<file path="config.mk">
export PLATFORM = sky130hd
export DESIGN_NAME = param_stack
export DESIGN_NICKNAME = d
export VERILOG_FILES = /design/src/rtl/param_stack.sv
export SDC_FILE = /design/constraint.sdc
export NUM_CORES = 1
export LEC_CHECK = 0
export CAP_MARGIN = 20
export CORE_MARGIN = 2
export CORE_UTILIZATION = 30
export DETAILED_ROUTE_END_ITERATION = 10
export PLACE_DENSITY = 0.53
export SYNTH_ARGS = -nofsm -noshare
export SYNTH_HDL_FRONTEND = slang
export SYNTH_SLANG_ARGS = --single-unit
</file>
<file path="constraint.sdc">
create_clock -name clk -period 4.8 [get_ports clk]
set_clock_uncertainty 0.2 [all_clocks]
set_input_delay 0.72 -clock clk [delete_from_list [all_inputs] [get_ports clk]]
set_output_delay 0.72 -clock clk [all_outputs]
set_load 0.01 [all_outputs]
</file>
<file path="src/rtl/param_stack.sv">
// -----------------------------------------------------------------------------
// param_stack - parametrised LIFO operand stack with registered read port.
//
// Parameters:
//   DATA_W  data width in bits (>= 1)
//   DEPTH   number of entries (>= 2, any value)
//   CNT_W   width of count, derived from DEPTH
//
// Ports:
//   clk         rising-edge clock
//   rst         asynchronous active-high reset
//   din         data to push
//   push        push request
//   pop         pop request
//   tos         read top of stack without popping
//   err_clr     synchronous clear of the sticky error flags
//   dout        registered read data
//   dout_valid  one-cycle strobe, dout updated by a successful read
//   count       number of valid entries, 0..DEPTH
//   empty       count == 0
//   full        count == DEPTH
//   err_ovf     sticky: push while full without pop
//   err_udf     sticky: pop or tos while empty
// -----------------------------------------------------------------------------
module param_stack #(
   parameter int unsigned  DATA_W = 8,
   parameter int unsigned  DEPTH  = 32,
   localparam int unsigned CNT_W  = $clog2(DEPTH + 1)
) (
   input  logic              clk,
   input  logic              rst,
   input  logic [DATA_W-1:0] din,
   input  logic              push,
   input  logic              pop,
   input  logic              tos,
   input  logic              err_clr,
   output logic [DATA_W-1:0] dout,
   output logic              dout_valid,
   output logic [CNT_W-1:0]  count,
   output logic              empty,
   output logic              full,
   output logic              err_ovf,
   output logic              err_udf
);

   localparam int unsigned      AW       = (DEPTH > 1) ? $clog2(DEPTH) : 1;
   localparam logic [CNT_W-1:0] FULL_CNT = CNT_W'(DEPTH);

   logic [DATA_W-1:0] r_mem [DEPTH];
   logic [CNT_W-1:0]  r_count;
   logic [DATA_W-1:0] r_dout;
   logic              r_dout_valid;
   logic              r_err_ovf;
   logic              r_err_udf;

   logic              w_empty;
   logic              w_full;
   logic [AW-1:0]     w_rd_idx;
   logic [AW-1:0]     w_wr_idx;
   logic              w_wr_en;
   logic              w_rd_ok;
   logic              w_ovf_evt;
   logic              w_udf_evt;
   logic [CNT_W-1:0]  w_count_nxt;

   always_comb begin
      w_empty   = (r_count == '0);
      w_full    = (r_count == FULL_CNT);
      // Top-of-stack index; only consumed when the stack is not empty.
      w_rd_idx  = AW'(r_count - 1'b1);
      // push+pop on a non-empty stack overwrites the top (replace);
      // on an empty stack the push lands in slot 0 like a plain push.
      w_wr_en   = push && (pop || !w_full);
      w_wr_idx  = (pop && !w_empty) ? w_rd_idx : AW'(r_count);
      w_rd_ok   = (pop || tos) && !w_empty;
      w_ovf_evt = push && !pop && w_full;
      w_udf_evt = (pop || tos) && w_empty;

      w_count_nxt = r_count;
      if (push && !pop && !w_full) begin
         w_count_nxt = r_count + 1'b1;
      end else if (push && pop && w_empty) begin
         w_count_nxt = r_count + 1'b1;
      end else if (pop && !push && !w_empty) begin
         w_count_nxt = r_count - 1'b1;
      end
   end

   // Storage is intentionally not reset.
   always_ff @(posedge clk) begin
      if (w_wr_en) begin
         r_mem[w_wr_idx] <= din;
      end
   end

   always_ff @(posedge clk or posedge rst) begin
      if (rst) begin
         r_count      <= '0;
         r_dout       <= '0;
         r_dout_valid <= 1'b0;
         r_err_ovf    <= 1'b0;
         r_err_udf    <= 1'b0;
      end else begin
         r_count      <= w_count_nxt;
         r_dout_valid <= w_rd_ok;
         if (w_rd_ok) begin
            r_dout <= r_mem[w_rd_idx];
         end
         // A new error event takes priority over a same-cycle clear.
         if (w_ovf_evt) begin
            r_err_ovf <= 1'b1;
         end else if (err_clr) begin
            r_err_ovf <= 1'b0;
         end
         if (w_udf_evt) begin
            r_err_udf <= 1'b1;
         end else if (err_clr) begin
            r_err_udf <= 1'b0;
         end
      end
   end

   assign dout       = r_dout;
   assign dout_valid = r_dout_valid;
   assign count      = r_count;
   assign empty      = w_empty;
   assign full       = w_full;
   assign err_ovf    = r_err_ovf;
   assign err_udf    = r_err_udf;

endmodule

</file>
==> qor.yml <==
status: "finished, final reports clean"
die_w_um: 196
path_clk_slew_ns: 0.06
cts_resized: 0
cts_setup_buffers: 0
root_buffer: "clkbuf_16"
wirelength_um: 25500
synth_edf_count: 256
drc: 0
period_needed_ns: 4.04
wl_per_cell_um: 22.7
yosys-top-cells-area: "edfxtp_1, mux4_2, dfrtp_1"
cts_tree: "done"
use_met3_pct: 1.65
worstMarginPinSlew_ns: 0.958
powerDensity_mw_per_mm2: 658
ys_warn_count: 0
multi_input_area_mm2: 0.00275
antenna_cells: 0
synthDistinctLibCells: 52
clock_sinks: 273
synthMuxAreaShare_pct: 13.8
synthFlopType: "edfxtp_1"
critPathArrivalTime_ns: 3.12
cp-end-kind: "output pin"
via_per_inst: 4.96
post-route-period-util_pct: 84.2
drive_above_1_share_pct: 19.9
tns_ns: 0
ys_seq_area_share_pct: 73.5
cellLeakagePower_nw: 4.02
peakVddDrop_uv: 342
yosysTopAreaCell: "edfxtp_1"
core-area_mm2: 0.0364
use_met1_pct: 19.8
mostFrequentLayoutCells: "edfxtp_1, nor2_1, mux4_2"
fillers: 3347
antenna_found_initial: 0
portBuffers: 32
syn_to_final_growth_pct: 15.9
crit_path_max_fanout: 13
cts.path.max_buffers: 3
cts_max_level: 1
vias: 5584
cts_hold_buf: 0
first_pass_iters: 7
drtAntennaViolNets: 0
drv_cap: 0
hpwl_um: 16400
insertion_delay_ns: 0.53
clock.fmax_ghz: 0.247
track_usage_pct: 13.5
gp_congestion: 0.823
grt-busiest-layer: "met2"
overflow: 0
worst_hold_slack_ns: 0.321
synth_nets: 614
grt_max_degree: 42
regArea_mm2: 0.00812
die_h_um: 196
netlist_instances: 598
synth_top_area_share_pct: 69.6
ios: 33
synth-compound-area-share_pct: 3.67
dieArea_mm2: 0.0383
rows: 70
cts_inserted_buffers: 28
initial_core_util_pct: 30.3
hold_path_class: "register to register"
grt_pass1_vias: 5774
synth_adder_area_share_pct: 0.227
synth_top_family_by_area: "multiplexers"
grt_pass1_wl_um: 38700
synthSimpleGateAreaFrac_pct: 5.82
cp.required_ns: 3.88
rsz0062_at_grt: "no"
syn_avg_cell_area_um2: 18.5
async_reset_ff_share_pct: 6.23
synth_xor_area_share_pct: 1.35
final_nets: 656
yosys_register_bits: 273
layout_commonest_cell: "edfxtp_1"
syn_area_mm2: 0.0110
use_met2_pct: 21.5
slew_violations: 0
hold_violations: 0
drtIter0Drc: 538
critPathKind: "register to output pin"
setup_viol: 0
relSlewSlack_pct: 36.1
cp-start-kind: "register"
## kinds of logic (layout without fill, tap and decap cells)
group                      after synthesis  after routing
adders and majority gates                2              2
AOI/OAI and AO/OA                       56             56
buffers and inverters                   39             99
muxes                                   73             73
and+or+nand+nor                        141            141
DFF                                    273            273
xor gates and xnor gates                14             14
## path summary, 6_finish.rpt
| path | cells past startpoint | slack [ns] | to | startpoint |
|---|---|---|---|---|
| worst min-delay path | 2 | 0.32 | err_ovf | err_ovf |
| min in group asynchronous | 2 | 0.43 | dout[7] | rst |
| max in group asynchronous | 2 | 3.45 | count[0] | rst |
| worst max register to register | 7 | 0.87 | r_mem[23][1] | count[0] |
| worst max-delay path | 5 | 0.76 | full | count[0] |
| worst min register to register | 2 | 0.32 | err_ovf | err_ovf |
## layout make-up
type / instances / area share, %
Clock inverter: 14 / 1.53
Timing Repair Buffer: 42 / 2.89
Inverter: 9 / 0.264
Clock buffer: 34 / 5.82
Tap cell: 468 / 4.58
Multi-Input combinational cell: 286 / 21.5
Sequential cell: 273 / 63.4
## sequential cells by signal, indices dropped and copies added, names as in the netlist
register and cells:
count 6, dout 8, dout_valid 1, err_ovf 1, err_udf 1, r_mem 256
## where the power goes
part	internal [W]	total, W	switching (W)
combinational	0.00137	0.00317	0.00180
sequential	0.00285	0.00304	0.000190
clock	0.00136	0.00220	0.000844
## metrics by stage
step                      cell area, um^2  std cells  total power [W]  worst slack, ns  util [%]
after global placement              11900       1078          0.00627            0.932      32.5
after floorplan                     11000        598          0.00521             1.20         -
after CTS                           12800       1126          0.00852            0.759      35.1
after global routing                12800       1126          0.00882            0.590      35.1
after detailed placement            11900       1078          0.00629            0.840      32.5
final                               12800       1126          0.00841            0.758      35.1
## layer usage
| metal | vias up | wire (um) |
|---|---|---|
| met1 | 2923 | 11900 |
| met2 | 171 | 12000 |
| li1 | 2461 | - |
| met3 | 29 | 1270 |
| met5 | - | 0 |
| met4 | 0 | 419 |
## cells in the mapped netlist, types with 2 or more instances
master and instances:
or3_1 2, ha_1 2, nand3b_1 2, and3_1 5, inv_1 8, or2_2 2
nor2_1 65, edfxtp_1 256, mux4_2 62, nand3_1 13, xnor2_1 9, clkbuf_1 12
nor4b_1 2, o22ai_1 3, nor2b_1 7, o21ai_0 19, a31oi_1 9, o311a_1 8
o21ai_2 3, xor2_1 3, nor3_1 8, nand2_1 30, buf_4 3, buf_2 12
dfrtp_1 17, mux2i_1 9, buf_1 2
## critical path: stages (launching register included)
cell and delay (ns):
dfrtp_4 0.47, inv_1 0.28, ha_2 0.41, or4b_1 0.67
nor2_2 0.20, clkdlybuf4s50_1 0.56
(Power assumes the default switching activity.)
==> patch 1: new RTL, same settings <==
Set the parameter `DEPTH` to 64 (it was 32).
--- a/src/rtl/param_stack.sv
+++ b/src/rtl/param_stack.sv
@@ -25,5 +25,5 @@
 module param_stack #(
    parameter int unsigned  DATA_W = 8,
-   parameter int unsigned  DEPTH  = 32,
+   parameter int unsigned  DEPTH  = 64,
    localparam int unsigned CNT_W  = $clog2(DEPTH + 1)
 ) (
Ports: changed (resized count); port bits go from 33 to 34. The function was not compared with the original's and may differ.
==> patch 1 against the original RTL <==
Die area is 90% higher; routed wire length up 97%; global-route usage is 0.34 points higher; sequential cell count increased by 257; critical path depth increased by 2; area after synthesis increased by 92%; worst setup slack got worse by 160 ps; register-to-register slack got worse by 280 ps; design area grew 90%; critical endpoint is now r_mem[27][2]; power rose by 77%; cell count grew 88%; largest power group is now sequential cells.
==> patch 1: results (changes against the original RTL) <==
| Metric | Value |
|---|---|
| Critical Path Fanout Max | `13 (unchanged)` |
| H-tree depth | `2 (was 1)` |
| Net count after synthesis | `1,082 (was 614)` |
| Placed cell count | `2,017 (was 1,078)` |
| Worst reg2reg endpoint | `r_mem[27][2] (was r_mem[23][1])` |
| Reg with most FFs | `r_mem (unchanged)` |
| RR Startpoint | `count[1] (was count[0])` |
| Root buffer cell | `clkbuf_16 (unchanged)` |
| Hold WC Path Type | `input pin to register (was register to register)` |
| GPL Wtd Cong | `0.859 (was 0.823)` |
| Max clock buf depth | `3 (unchanged)` |
| EDFF count, synth | `512 (was 256)` |
| Synth warnings | `0 (unchanged)` |
| Slew headroom | `39.5% (was 36.1%)` |
| Setup Fix Bufs, Post-CTS | `0 (unchanged)` |
| Status | `completed (unchanged)` |
| DP HPWL | `31.5 mm (was 16.4 mm)` |
| Worst EP arrival | `4220 ps (was 3120 ps)` |
| Synth cell types | `53 (was 52)` |
| TritonRoute pass-1 iters | `7 (unchanged)` |
| Filler cells | `6,541 (was 3,347)` |
| Async S/R FF share, synth | `3.40% (was 6.23%)` |
| Crit path kind | `register to register (was register to primary output)` |
| Worst reg-to-reg setup slack | `590 ps (was 870 ps)` |
| Reg clk slew, reported paths | `60 ps (about the same)` |
| Switching portion of total power | `33.5% (was 33.7%)` |
| P_leak | `7.58 nW (was 4.02 nW)` |
| Syn_area_per_cell | `19.9 µm² (was 18.5 µm²)` |
| Post-CTS sizing | `0 (unchanged)` |
| Most frequent cells after synthesis | `512 x edfxtp_1, 128 x mux4_2, 81 x nor2_1, 58 x nand2_1, 26 x mux2i_1 (was 256 x edfxtp_1, 65 x nor2_1, 62 x mux4_2, 30 x nand2_1, 19 x o21ai_0)` |
| Clk_lat worst skew | `600 ps (was 530 ps)` |
| Post-synthesis sequential area ratio | `74.6% (was 73.5%)` |
| Worst VDD drop | `0.457 mV (was 0.342 mV)` |
| Max reg flops | `512 (was 256)` |
| Largest net degree at the start of global routing | `89 (was 42)` |
| Global-route wire length before repair | `74.6 mm (was 38.7 mm)` |
| Vias in the first global route | `10,800 (was 5,774)` |
| I/O Buffers | `33 (was 32)` |
| Initial antenna violation count | `0 (unchanged)` |
| Via count | `10,300 (was 5,584)` |
| Post-Layout Cell Count | `2,114 (was 1,126)` |
| DRT iter0 DRCs | `975 (was 538)` |
| Total track usage | `13.8% (was 13.5%)` |
| Total CTS buffers | `53 (was 28)` |
| N_diodes | `0 (unchanged)` |
| Top post-synthesis cells by area | `edfxtp_1 73%, mux4_2 14%, dfrtp_1 2.1% (was edfxtp_1 70%, mux4_2 13%, dfrtp_1 3.9%)` |
| Worst r2r path cells | `7 (unchanged)` |
| Wire per inst | `23.7 µm (was 22.7 µm)` |
| Layout cells sized above 1 | `22.7% (was 19.9%)` |
==> patch 1: cell types whose count changed after synthesis, sizes merged, moves of 10 or more <==
| cell | delta |
|---|---|
| a211oi | +18 |
| nor2 | +15 |
| buf | +20 |
| mux2i | +17 |
| and3 | +12 |
| edfxtp | +256 |
| nand2 | +29 |
| o21ai | -10 |
| mux4 | +65 |
==> patch 1: cell families (layout without fill, tap and decap cells) <==
group           Yosys count  in the layout  share of synthesized area (%)
simple gates            220            220                           5.00
xor+xnor                 11             11                          0.454
flops                   530            530                           74.6
compound gates           72             72                           2.70
buf+inv                  69            177                           1.84
fa+ha+maj                 2              2                          0.118
mux                     162            162                           15.2
==> patch 1: layout make-up <==
type                            count  area, µm²  area share (%)
Multi-Input combinational cell    467       5030            20.6
Timing Repair Buffer               69        586            2.40
Tap cell                          940       1180            4.83
Sequential cell                   530      15800            65.0
Clock inverter                     34        307            1.26
Clock buffer                       63       1410            5.77
Inverter                           11       41.3           0.169
==> patch 1: metrics by stage <==
| step | cell area [µm²] | worst slack (ps) | utilization [%] |
|---|---|---|---|
| floorplan | 21200 | 853 | - |
| global placement | 22700 | 744 | 32.4 |
| detailed placement | 22700 | 690 | 32.4 |
| CTS | 24400 | 529 | 34.8 |
| global route | 24400 | 405 | 34.8 |
| finish | 24400 | 594 | 34.8 |
==> patch 1: critical path: stages (launching register included) <==
cell	delay [ps]
dfrtp_1	540
inv_1	210
ha_4	250
or3b_1	470
o31ai_2	590
a32o_1	290
nand2_1	460
nor2_1	810
==> patch 1: worst min path at each step <==
| stage | start | cells after the start | to | slack, ps |
|---|---|---|---|---|
| after global routing | din[6] | 1 | r_mem[37][6] | 100 |
| final | din[6] | 1 | r_mem[37][6] | 110 |
| after CTS | din[6] | 1 | r_mem[37][6] | 70 |
| after floorplan | dout[6] | 2 | dout[6] | 330 |
| after detailed placement | err_udf | 2 | err_udf | 360 |
| after global placement | err_udf | 2 | err_udf | 360 |
==> patch 1: layer usage <==
layer / share of wire, % / vias to the layer above / GRT usage (%)
met5: 0 / - / 0
met1: 46 / 5425 / 19.5
met3: 4.9 / 75 / 2.34
met4: 2.5 / 0 / 4.55
li1: - / 4502 / -
met2: 47 / 289 / 21.8
==> patch 1: power groups by stage <==
stage               logic [W]  registers [W]  clock network [W]
finish                0.00542        0.00542            0.00408
floorplan             0.00372        0.00549                  0
CTS                   0.00552        0.00542            0.00418
global placement      0.00551        0.00551                  0
detailed placement    0.00551        0.00551                  0
global route          0.00582        0.00543            0.00436
==> patch 2: new RTL, same settings <==
Made on the original files. Put one more register stage on the output `err_ovf`, with the module's reset. The value now appears one clock later. The other outputs are not delayed to match.
--- a/src/rtl/param_stack.sv
+++ b/src/rtl/param_stack.sv
@@ -126,5 +126,11 @@
    assign empty      = w_empty;
    assign full       = w_full;
-   assign err_ovf    = r_err_ovf;
+   always_ff @(posedge clk or posedge rst) begin
+      if (rst) begin
+         err_ovf <= '0;
+      end else begin
+         err_ovf <= r_err_ovf;
+      end
+   end
    assign err_udf    = r_err_udf;
 
Function: same outputs for any inputs over 10 cycles, from zero or initial values and one cycle with rst high; that may be too few to reach the edited logic, so the function may still have changed.
==> patch 2 against the original RTL <==
Maximum frequency decreased by 0.59%; sequential power about the same; worst setup slack got worse by 24 ps; design area increased by 0.90%; power increased by 3.0%; first-iteration DRC count increased by 1.9%; area after synthesis increased by 0.23%; sequential cell count increased by 1; routed wire length increased by 2.5%; global-route usage increased by 0.23 points; synthesized cell count increased by 0.17%; cell count unchanged.
==> patch 2: results (changes against the original RTL) <==
| Metric | Value |
|---|---|
| Max reg flops | `256 (unchanged)` |
| Post-Syn Instances | `599 (was 598)` |
| Most frequent cells after synthesis | `256 x edfxtp_1, 65 x nor2_1, 62 x mux4_2, 30 x nand2_1, 19 x o21ai_0 (unchanged)` |
| Worst EP arrival | `3150 ps (was 3120 ps)` |
| Reg clk slew, reported paths | `approximately 70 ps` |
| Critical Path Fanout Max | `13 (unchanged)` |
| Wire per inst | `23.3 µm (was 22.7 µm)` |
| Largest net degree at the start of global routing | `42 (unchanged)` |
| Global-route wire length before repair | `39.1 mm (was 38.7 mm)` |
| Total track usage | `13.7% (was 13.5%)` |
| Post-route ant nets | `0 (unchanged)` |
| Slew @ Worst Pin | `895 ps (was 958 ps)` |
| Filler cells | `3,354 (was 3,347)` |
| Initial antenna violation count | `0 (unchanged)` |
| Most used DFF post-synth | `edfxtp_1 (unchanged)` |
| GPL Wtd Cong | `0.842 (was 0.823)` |
| P_leak | `4.09 nW (was 4.02 nW)` |
| Area of the multi-input gates | `2750 µm² (unchanged)` |
| Synth cell types | `52 (unchanged)` |
| Status | `completed (unchanged)` |
| DP HPWL | `16.7 mm (was 16.4 mm)` |
| Total CTS buffers | `27 (was 28)` |
| Vias in the first global route | `5,814 (was 5,774)` |
| Post-CTS sizing | `0 (unchanged)` |
| Net count after synthesis | `615 (was 614)` |
| Via count | `5,657 (was 5,584)` |
| Fin nets | `654 (was 656)` |
| Post-synthesis sequential area ratio | `73.6% (was 73.5%)` |
| Worst VDD drop | `0.294 mV (was 0.342 mV)` |
| TritonRoute pass-1 iters | `5 (was 7)` |
| Layout cells sized above 1 | `20.8% (was 19.9%)` |
| DRT iter0 DRCs | `548 (was 538)` |
| Reg with most FFs | `r_mem (unchanged)` |
| Top post-synthesis cells by area | `edfxtp_1 69%, mux4_2 13%, dfrtp_1 4.1% (was edfxtp_1 70%, mux4_2 13%, dfrtp_1 3.9%)` |
| Placed cell count | `1,077 (was 1,078)` |
| Hold WC Path Type | `register to register (unchanged)` |
| Post-Route WL | `26.2 mm (was 25.5 mm)` |
| Async S/R FF share, synth | `6.57% (was 6.23%)` |
==> patch 2: cell types whose count changed in the layout (fill, tap and decap cells not counted) <==
cell / change
clkinv_1: -4
buf_2: +2
bufinv_16: +4
inv_6: +1
clkdlybuf4s50_1: -2
clkbuf_1: -1
clkbuf_16: -2
clkinvlp_4: -1
dfrtp_1: +1
clkinv_2: -2
clkinv_4: +2
clkbuf_8: +4
buf_4: -2
==> patch 2: path summary, 6_finish.rpt <==
check | slack, ps | depth (start not counted) | from | to
setup / recovery | 730 | 5 | count[0] | full
hold / removal | 180 | 0 | r_err_ovf | err_ovf
setup reg to reg | 860 | 7 | count[0] | r_mem[7][2]
hold reg to reg | 180 | 0 | r_err_ovf | err_ovf
max in group asynchronous | 3360 | 2 | rst | count[0]
min in group asynchronous | 450 | 2 | rst | count[4]
==> patch 2: layout make-up <==
cell class / count / area share, %
flip-flops and latches: 274 / 63.1
multi-input cells: 286 / 21.3
clock buffers: 35 / 5.78
well taps: 468 / 4.54
repair buffers: 40 / 2.68
clock inverters: 14 / 2.39
inverters: 9 / 0.262
==> patch 2: routing by layer <==
| metal | global-route usage (%) | wire (µm) | up-vias |
|---|---|---|---|
| met5 | 0 | 0 | - |
| met4 | 2.95 | 397 | 0 |
| met3 | 1.94 | 1410 | 30 |
| met2 | 22.2 | 12400 | 187 |
| met1 | 19.8 | 12000 | 2978 |
| li1 | - | - | 2462 |
==> patch 2: logic make-up after synthesis <==
family | after synthesis | synth area share, %
mux | 73 | 13.8
flops | 274 | 73.6
compound gates | 56 | 3.66
xor+xnor | 14 | 1.35
buf+inv | 39 | 1.63
simple gates | 141 | 5.80
fa+ha+maj | 2 | 0.226
==> patch 2: metrics by stage <==
step	setup slack, ps	hold slack (ps)
4_1_cts	754	184
2_1_floorplan	1200	154
3_3_place_gp	997	167
3_5_place_dp	887	177
6_report	734	184
5_1_grt	577	200
==> patch 2: power by group <==
part | switching, W | internal [W]
logic | 0.00178 | 0.00136
registers | 0.000196 | 0.00286
clock network | 0.000894 | 0.00158
total | 0.00287 | 0.00579
==> patch 2: worst max-delay path: stages, from the launching register on <==
cell and delay (ps):
dfrtp_4 470, inv_1 310, ha_2 410, or4b_1 670
nor2_2 190, clkdlybuf4s50_1 560
